## src/rtl/mult_share_arbiter.sv

```systemverilog
// mult_share_arbiter: round-robin front end that time-shares one external
// combinational W x W multiplier between NUM_REQ valid/ready requesters.
// One operation in flight; operands are registered toward the multiplier and
// the product is captured after SETTLE cycles into a tagged response register.
module mult_share_arbiter #(
    parameter int NUM_REQ = 4,
    parameter int W       = 4,
    parameter int ID_W    = 2,
    parameter int SETTLE  = 1
) (
    input  logic                 clk,
    input  logic                 rst_n,
    input  logic [NUM_REQ-1:0]   req_valid,
    input  logic [NUM_REQ*W-1:0] req_a,
    input  logic [NUM_REQ*W-1:0] req_b,
    output logic [NUM_REQ-1:0]   req_ready,
    output logic [W-1:0]         mul_a,
    output logic [W-1:0]         mul_b,
    input  logic [2*W-1:0]       mul_p,
    output logic                 rsp_valid,
    input  logic                 rsp_ready,
    output logic [ID_W-1:0]      rsp_id,
    output logic [2*W-1:0]       rsp_p,
    output logic                 busy,
    output logic [7:0]           done_cnt
);

    localparam logic [1:0] S_IDLE = 2'd0;
    localparam logic [1:0] S_MUL  = 2'd1;
    localparam logic [1:0] S_RESP = 2'd2;

    logic [1:0]                  state;
    logic [3:0]                  settle_cnt;
    logic [ID_W-1:0]             rr_ptr;
    logic [ID_W-1:0]             cur_id;
    logic [ID_W-1:0]             gnt_id;
    logic                        gnt_any;
    logic                        accept;
    logic [NUM_REQ-1:0][W-1:0]   a_lane;
    logic [NUM_REQ-1:0][W-1:0]   b_lane;

    // Unpack the flattened operand buses into per-lane views.
    for (genvar i = 0; i < NUM_REQ; i++) begin : g_lane
        assign a_lane[i] = req_a[i*W +: W];
        assign b_lane[i] = req_b[i*W +: W];
    end

    // Round-robin search: first valid lane at or after rr_ptr, with wrap.
    always_comb begin
        logic [ID_W-1:0] idx;
        gnt_any = 1'b0;
        gnt_id  = '0;
        idx     = '0;
        for (int k = 0; k < NUM_REQ; k++) begin
            idx = ID_W'((int'(rr_ptr) + k) % NUM_REQ);
            if (!gnt_any && req_valid[idx]) begin
                gnt_any = 1'b1;
                gnt_id  = idx;
            end
        end
    end

    // One-hot grant, only offered while idle and out of reset.
    always_comb begin
        req_ready = '0;
        if (rst_n && (state == S_IDLE) && gnt_any)
            req_ready[gnt_id] = 1'b1;
    end

    assign accept = |(req_ready & req_valid);
    assign busy   = (state != S_IDLE);

    // Control path: accept -> hold operands SETTLE cycles -> present response.
    always_ff @(posedge clk or negedge rst_n) begin
        if (!rst_n) begin
            state      <= S_IDLE;
            settle_cnt <= '0;
            rr_ptr     <= '0;
            cur_id     <= '0;
            mul_a      <= '0;
            mul_b      <= '0;
            rsp_valid  <= 1'b0;
            rsp_id     <= '0;
            rsp_p      <= '0;
            done_cnt   <= '0;
        end else begin
            case (state)
                S_IDLE: begin
                    if (accept) begin
                        mul_a      <= a_lane[gnt_id];
                        mul_b      <= b_lane[gnt_id];
                        cur_id     <= gnt_id;
                        settle_cnt <= 4'(SETTLE - 1);
                        state      <= S_MUL;
                    end
                end
                S_MUL: begin
                    if (settle_cnt != 4'd0) begin
                        settle_cnt <= settle_cnt - 4'd1;
                    end else begin
                        rsp_p     <= mul_p;
                        rsp_id    <= cur_id;
                        rsp_valid <= 1'b1;
                        state     <= S_RESP;
                    end
                end
                S_RESP: begin
                    if (rsp_ready) begin
                        rsp_valid <= 1'b0;
                        done_cnt  <= done_cnt + 8'd1;
                        // Next search starts just past the lane just served.
                        rr_ptr    <= (cur_id == ID_W'(NUM_REQ - 1)) ? '0
                                                                    : cur_id + ID_W'(1);
                        state     <= S_IDLE;
                    end
                end
                default: state <= S_IDLE;
            endcase
        end
    end

endmodule

```

## config.mk

```make
export PLATFORM = sky130hd
export DESIGN_NAME = mult_share_arbiter
export DESIGN_NICKNAME = d
export VERILOG_FILES = /design/src/rtl/mult_share_arbiter.sv
export SDC_FILE = /design/constraint.sdc
export NUM_CORES = 1
export LEC_CHECK = 0
export ABC_AREA = 0
export CAP_MARGIN = 20
export CORE_UTILIZATION = 45
export DETAILED_ROUTE_END_ITERATION = 12
export PLACE_DENSITY = 0.87
export SKIP_LAST_GASP = 1
export SLEW_MARGIN = 20
export SYNTH_ARGS = -nofsm -noshare
export SYNTH_HDL_FRONTEND = slang
export SYNTH_SLANG_ARGS = --single-unit
export TNS_END_PERCENT = 5
```

## constraint.sdc

```tcl
create_clock -name clk -period 3 [get_ports clk]
set_input_delay 0.6 -clock clk [delete_from_list [all_inputs] [get_ports clk]]
set_output_delay 0.6 -clock clk [all_outputs]
set_load 0.03 [all_outputs]
```

After elaboration in Yosys (flattened, before gate mapping)
Cells that the tools add are included.
Word-level totals
  register bits: 37
  input bits: 47
  output and inout port bits: 32
  logic and storage cells: 86
Cells by class
  $add $sub $neg: 6
  magnitude comparators: 6
  equal/unequal tests: 7
  multiplexer cells: 34
  bitwise logic cells: 2
  reduce and logical (&&, ||, !) cells: 21
Operator list (number)
  4-bit 2-to-1 mux: 5
  4-bit binary-select mux with 2-bit select: 2
  2-bit 2-to-1 mux: 8
  2-bit by 3-bit < comparator with 1-bit output (second input constant): 5
  1-bit 2-to-1 mux: 11
  3-bit AND reduction: 3
  8-bit by 1-bit adder with 8-bit output (second input constant): 1
  1-bit binary-select mux with 2-bit select: 4
  2-bit inequality test (second input constant): 4
  4-bit case mux with 2 select lines: 1
  1-bit logical AND: 6
  2-bit case mux with 3 select lines: 1
  2-bit AND reduction: 3
  2-bit nonzero test: 3
  2-bit by 1-bit adder with 2-bit output (second input constant): 2
  2-bit adder (second input constant): 2
  4-bit AND: 1
  2-bit == test (second input constant): 2
  4-bit nonzero test: 1
  4-bit OR reduction: 1
  4-bit by 1-bit subtractor with 4-bit output (second input constant): 1
  1-bit zero test: 3
  1-bit demux with 2-bit select: 1
  2-bit by 1-bit == test with 1-bit output (second input constant): 1
  other kinds (4): 4

Longest topological paths before layout
  depth in word-level cells: 21
  mapped depth: 7

Worst setup path before layout
OpenSTA, ideal clock, no wires.
  path type: reg-to-output
  start: reg state[1]
  end: out req_ready[0]
  data arrival time: 1.829 ns
  required time: 2.400 ns
  slack: 0.571 ns
  cell stages (with the launch flop): 6
  buffers on the path: 1
  cell sequence: dfrtp_1 > or2_1 > a211o_1 > buf_6 > o21bai_2 > nor2_1
Between the ends
  word-level cells in the longest chain between the ends: 4
RTL lines
  start, declared: RTL line 32  | logic [1:0] state;
  start signal, assigned: RTL line 76  | state <= S_IDLE;
  start signal, assigned: RTL line 94  | state <= S_MUL;
  start signal, assigned: RTL line 104  | state <= S_RESP;
  2-bit zero test: RTL line 66  | if (rst_n && (state == S_IDLE) && gnt_any)
  1-bit logical AND (2 in series): RTL line 66
  4-bit 2-to-1 mux: RTL line 66
  end, declared: RTL line 16  | output logic [NUM_REQ-1:0] req_ready,
Every way passes these cells.

Worst setup path in the final report
  start: in req_valid[3]
  end: out req_ready[1]
Between the ends
  word-level cells in the longest chain between the ends: 17
RTL lines
  start, declared: RTL line 13  | input logic [NUM_REQ-1:0] req_valid,
  1-bit binary-select mux with 2-bit select: RTL line 56  | if (!gnt_any && req_valid[idx]) begin
  1-bit 2-to-1 mux (not written as such): RTL line 56
  1-bit 2-to-1 mux: RTL line 56
  1-bit zero test: RTL line 56
  1-bit logical AND: RTL line 56
  1-bit 2-to-1 mux: RTL line 56
  1-bit zero test: RTL line 56
  1-bit logical AND: RTL line 56
  1-bit 2-to-1 mux: RTL line 56
  1-bit zero test: RTL line 56
  1-bit logical AND: RTL line 56
  2-bit 2-to-1 mux: RTL line 56
  2-bit by 3-bit < comparator with 1-bit output (not written as such) or 2-bit by 1-bit greater-or-equal comparator with 1-bit output (tied branches): RTL line 67  | req_ready[gnt_id] = 1'b1;
  1-bit logical AND (not written as such): RTL line 67
  1-bit 2-to-1 mux (not written as such): RTL line 67
  1-bit demux with 2-bit select: RTL line 67
  4-bit 2-to-1 mux *: RTL line 66
Mark *: on every way between the ends. The rest lies on a longest branch, timed or not. The select of a mux whose other input is x is not followed.

==> out/results.ini <==
[synth]
ys_seq_elements = 37
ys_dominant_reg_cell = dfrtp_1
synth_edf_count = 0
synth_area_um2 = 1960
synth_area_leader_cell = dfrtp_1
syn_avg_cell_area_um2 = 10.6
synth_most_common_cell = dfrtp_1
synth_cells = 185
synth_cell_types = 40
synth_area_leaders = dfrtp_1, mux2_1, mux2i_1, nand2_1, a21bo_1
syn_nets = 236
async_reset_ff_share_pct = 100
ys_seq_area_share_pct = 47.2
ys_warn_count = 0
synthTopCellsByCount = dfrtp_1, nand2_1, mux2_1
synth_top_area_share_pct = 47.2

[sta]
fin_crit_ns = 2.87
finalHoldViolCount = 0
tightest_slew_ns = 0.588
setup_tns_ns = 0
drv_slew = 0
skew_ns = 0.00968
fin_crit_sh_pct = 95.7
slew_headroom_pct = 60.8
setup_ws_ns = 0.130
timing.fmax_mhz = 348
setup_viol = 0
rsz0062_at_grt = no

[placement]
gp_congestion = 0.858
port_buffers = 78
place_ws_ns = 0.176
placed_cells = 312
dpl.hpwl_mm = 3.77
place_area_um2 = 2790

[critical_path]
crit_path_max_incr_delay_ns = 0.55
startpoint = req_valid[3]
reg2reg_depth = 5
path_cells = clkdlybuf4s50_1 -> nor2_1 -> a211o_1 -> o21bai_2 -> nor2_1 -> buf_4
path_depth = 6
cp_top_family = buffers and inverters
rrSetupSlack_ns = 1.13
startpoint_type = primary input
crit_buf_inv = 2
cp-endpoint = req_ready[1]
arrival_ns = 2.27
cpMostUsedCell = nor2_1
crit_type = in2out
worstPathRequired_ns = 2.40
end_kind = primary output
reg2reg_to = rsp_id[0]
crit_path_max_fanout = 5
cpMaxStageDelayCell = clkdlybuf4s50_1
r2r-start = settle_cnt[0]

[hold_path]
hp-class = in2async

[routing]
first_pass_iters = 4
wl_per_cell_um = 15.2
finalWirelength_mm = 4.85
drc_errors = 0
drt_iter0_drc = 131
ant_nets = 0
dr_total_vias = 1734
viasPerCell = 5.44

[cells_and_area]
syn2layout_area_growth_pct = 47.6
multi_input_area_um2 = 972
ff_latch_area_um2 = 926
layout-drive-gt1-share_pct = 8.92
num_antenna_cells = 0
num-nets-final = 320
nFillCells = 316
stdcell_count = 319
finish.instance_area_um2 = 2900

[cts]
postCtsHoldBufs = 0
clkSinkCount = 37
ctsHtreeMaxLevel = 2
cts_buffer_depth = 2
postCtsSetupBuffers = 0
cts_resized = 0
worstSkewPairLatency_ns = 0.29
tritoncts = done
cts_made_buffers = 5
path_clk_slew_ns = 0.08
cts_root_buf = clkbuf_8

[floorplan]
design.core.area_um2 = 4090
io_pins = 79
die_h_um = 68.1
fp.dieArea_um2 = 4630
die_x_um = 68.1
row_count = 23
initial_core_util_pct = 48.0

[power]
leakage_uw = 0.00128
p_total_uw = 2750
ir_worst_vdd_uv = 529
power_density_nw_per_um2 = 950

[global_routing]
antenna_found_initial = 0
grt_pass1_vias = 1645
grt_pass1_wl_mm = 7.58
grt_overflow = 0
grt_usage_pct = 22.5
grt_max_degree = 38

[run_status]
outcome = complete, no violations

[flow_run]
drv_cap = 0

## power by group
part | internal (uW) | switching (uW)
Clock | 242 | 172
Combinational | 660 | 818
Sequential | 708 | 154
Total | 1610 | 1140
## layer usage
layer | up-vias | routed length (um) | GRT usage (%)
li1 | 838 | - | -
met1 | 837 | 2150 | 29.6
met2 | 47 | 2360 | 35.3
met3 | 12 | 225 | 4.83
met4 | 0 | 112 | 10.4
met5 | - | 0 | 0
## worst register-to-register path, stage by stage, from the launching register on
cell      delay (ns)
dfrtp_1         0.42
inv_1           0.10
ha_1            0.17
nor3b_1         0.26
nand2b_1        0.38
mux2_1          0.44
## stage by stage
step	hold WS, ns	utilization, %
6_report	0.379	70.9
5_1_grt	0.423	70.9
4_1_cts	0.394	70.9
3_5_place_dp	0.477	68.4
3_3_place_gp	0.461	68.4
2_1_floorplan	0.304	-
## state kept, by name (all words and copies together) (netlist names)
signal / cells
mul_a: 4
state: 2
settle_cnt: 4
rsp_p: 8
rsp_id: 2
rr_ptr: 2
mul_b: 4
rsp_valid: 1
done_cnt: 8
cur_id: 2
## layout make-up
cell class,instances,share of cell area (%)
multi-input combinational,136,33.5
sequential,37,32.0
timing repair buffer,85,28.2
clock buffer,5,2.37
tap,50,2.16
clock inverter,2,1.21
inverter,4,0.518
## how the worst min path moves through the flow
stage | slack [ns] | end
after floorplan | 0.30 | cur_id[0]
after global placement | 0.46 | rsp_valid
after detailed placement | 0.48 | done_cnt[7]
after CTS | 0.39 | done_cnt[3]
after global routing | 0.42 | done_cnt[5]
final | 0.38 | done_cnt[3]
## cell families (layout without fill, tap and decap cells)
logic type      after synthesis  in the layout  synth area share, %
flops                        37             37                 47.2
mux                          19             19                 10.3
fa+ha+maj                     4              4                 2.55
simple gates                 65             65                 17.2
compound gates               41             41                 16.3
xor+xnor                      7              7                 3.12
buf+inv                      12             96                 3.31
## placed cells by master (no fill, tap or decap), types with 2 or more instances in the layout
cell	Yosys	routed
clkdlybuf4s50_1	0	73
and2_1	2	2
o22ai_1	2	2
nor3b_1	2	2
o21ai_1	3	3
xor2_1	3	3
dfrtp_1	37	37
a21oi_1	2	2
or2_1	3	3
nand3_1	5	5
nand2_1	23	23
inv_1	4	4
buf_4	2	11
o211ai_1	8	8
a21bo_1	8	8
nand4_1	8	8
mux2i_1	9	9
clkbuf_8	0	5
mux2_1	10	10
o31ai_1	9	9
ha_1	4	4
nor3_1	2	2
nand2b_1	5	5
nor2_1	9	9
a21o_1	2	2
xnor2_1	4	4
(Power assumes the default switching activity.)
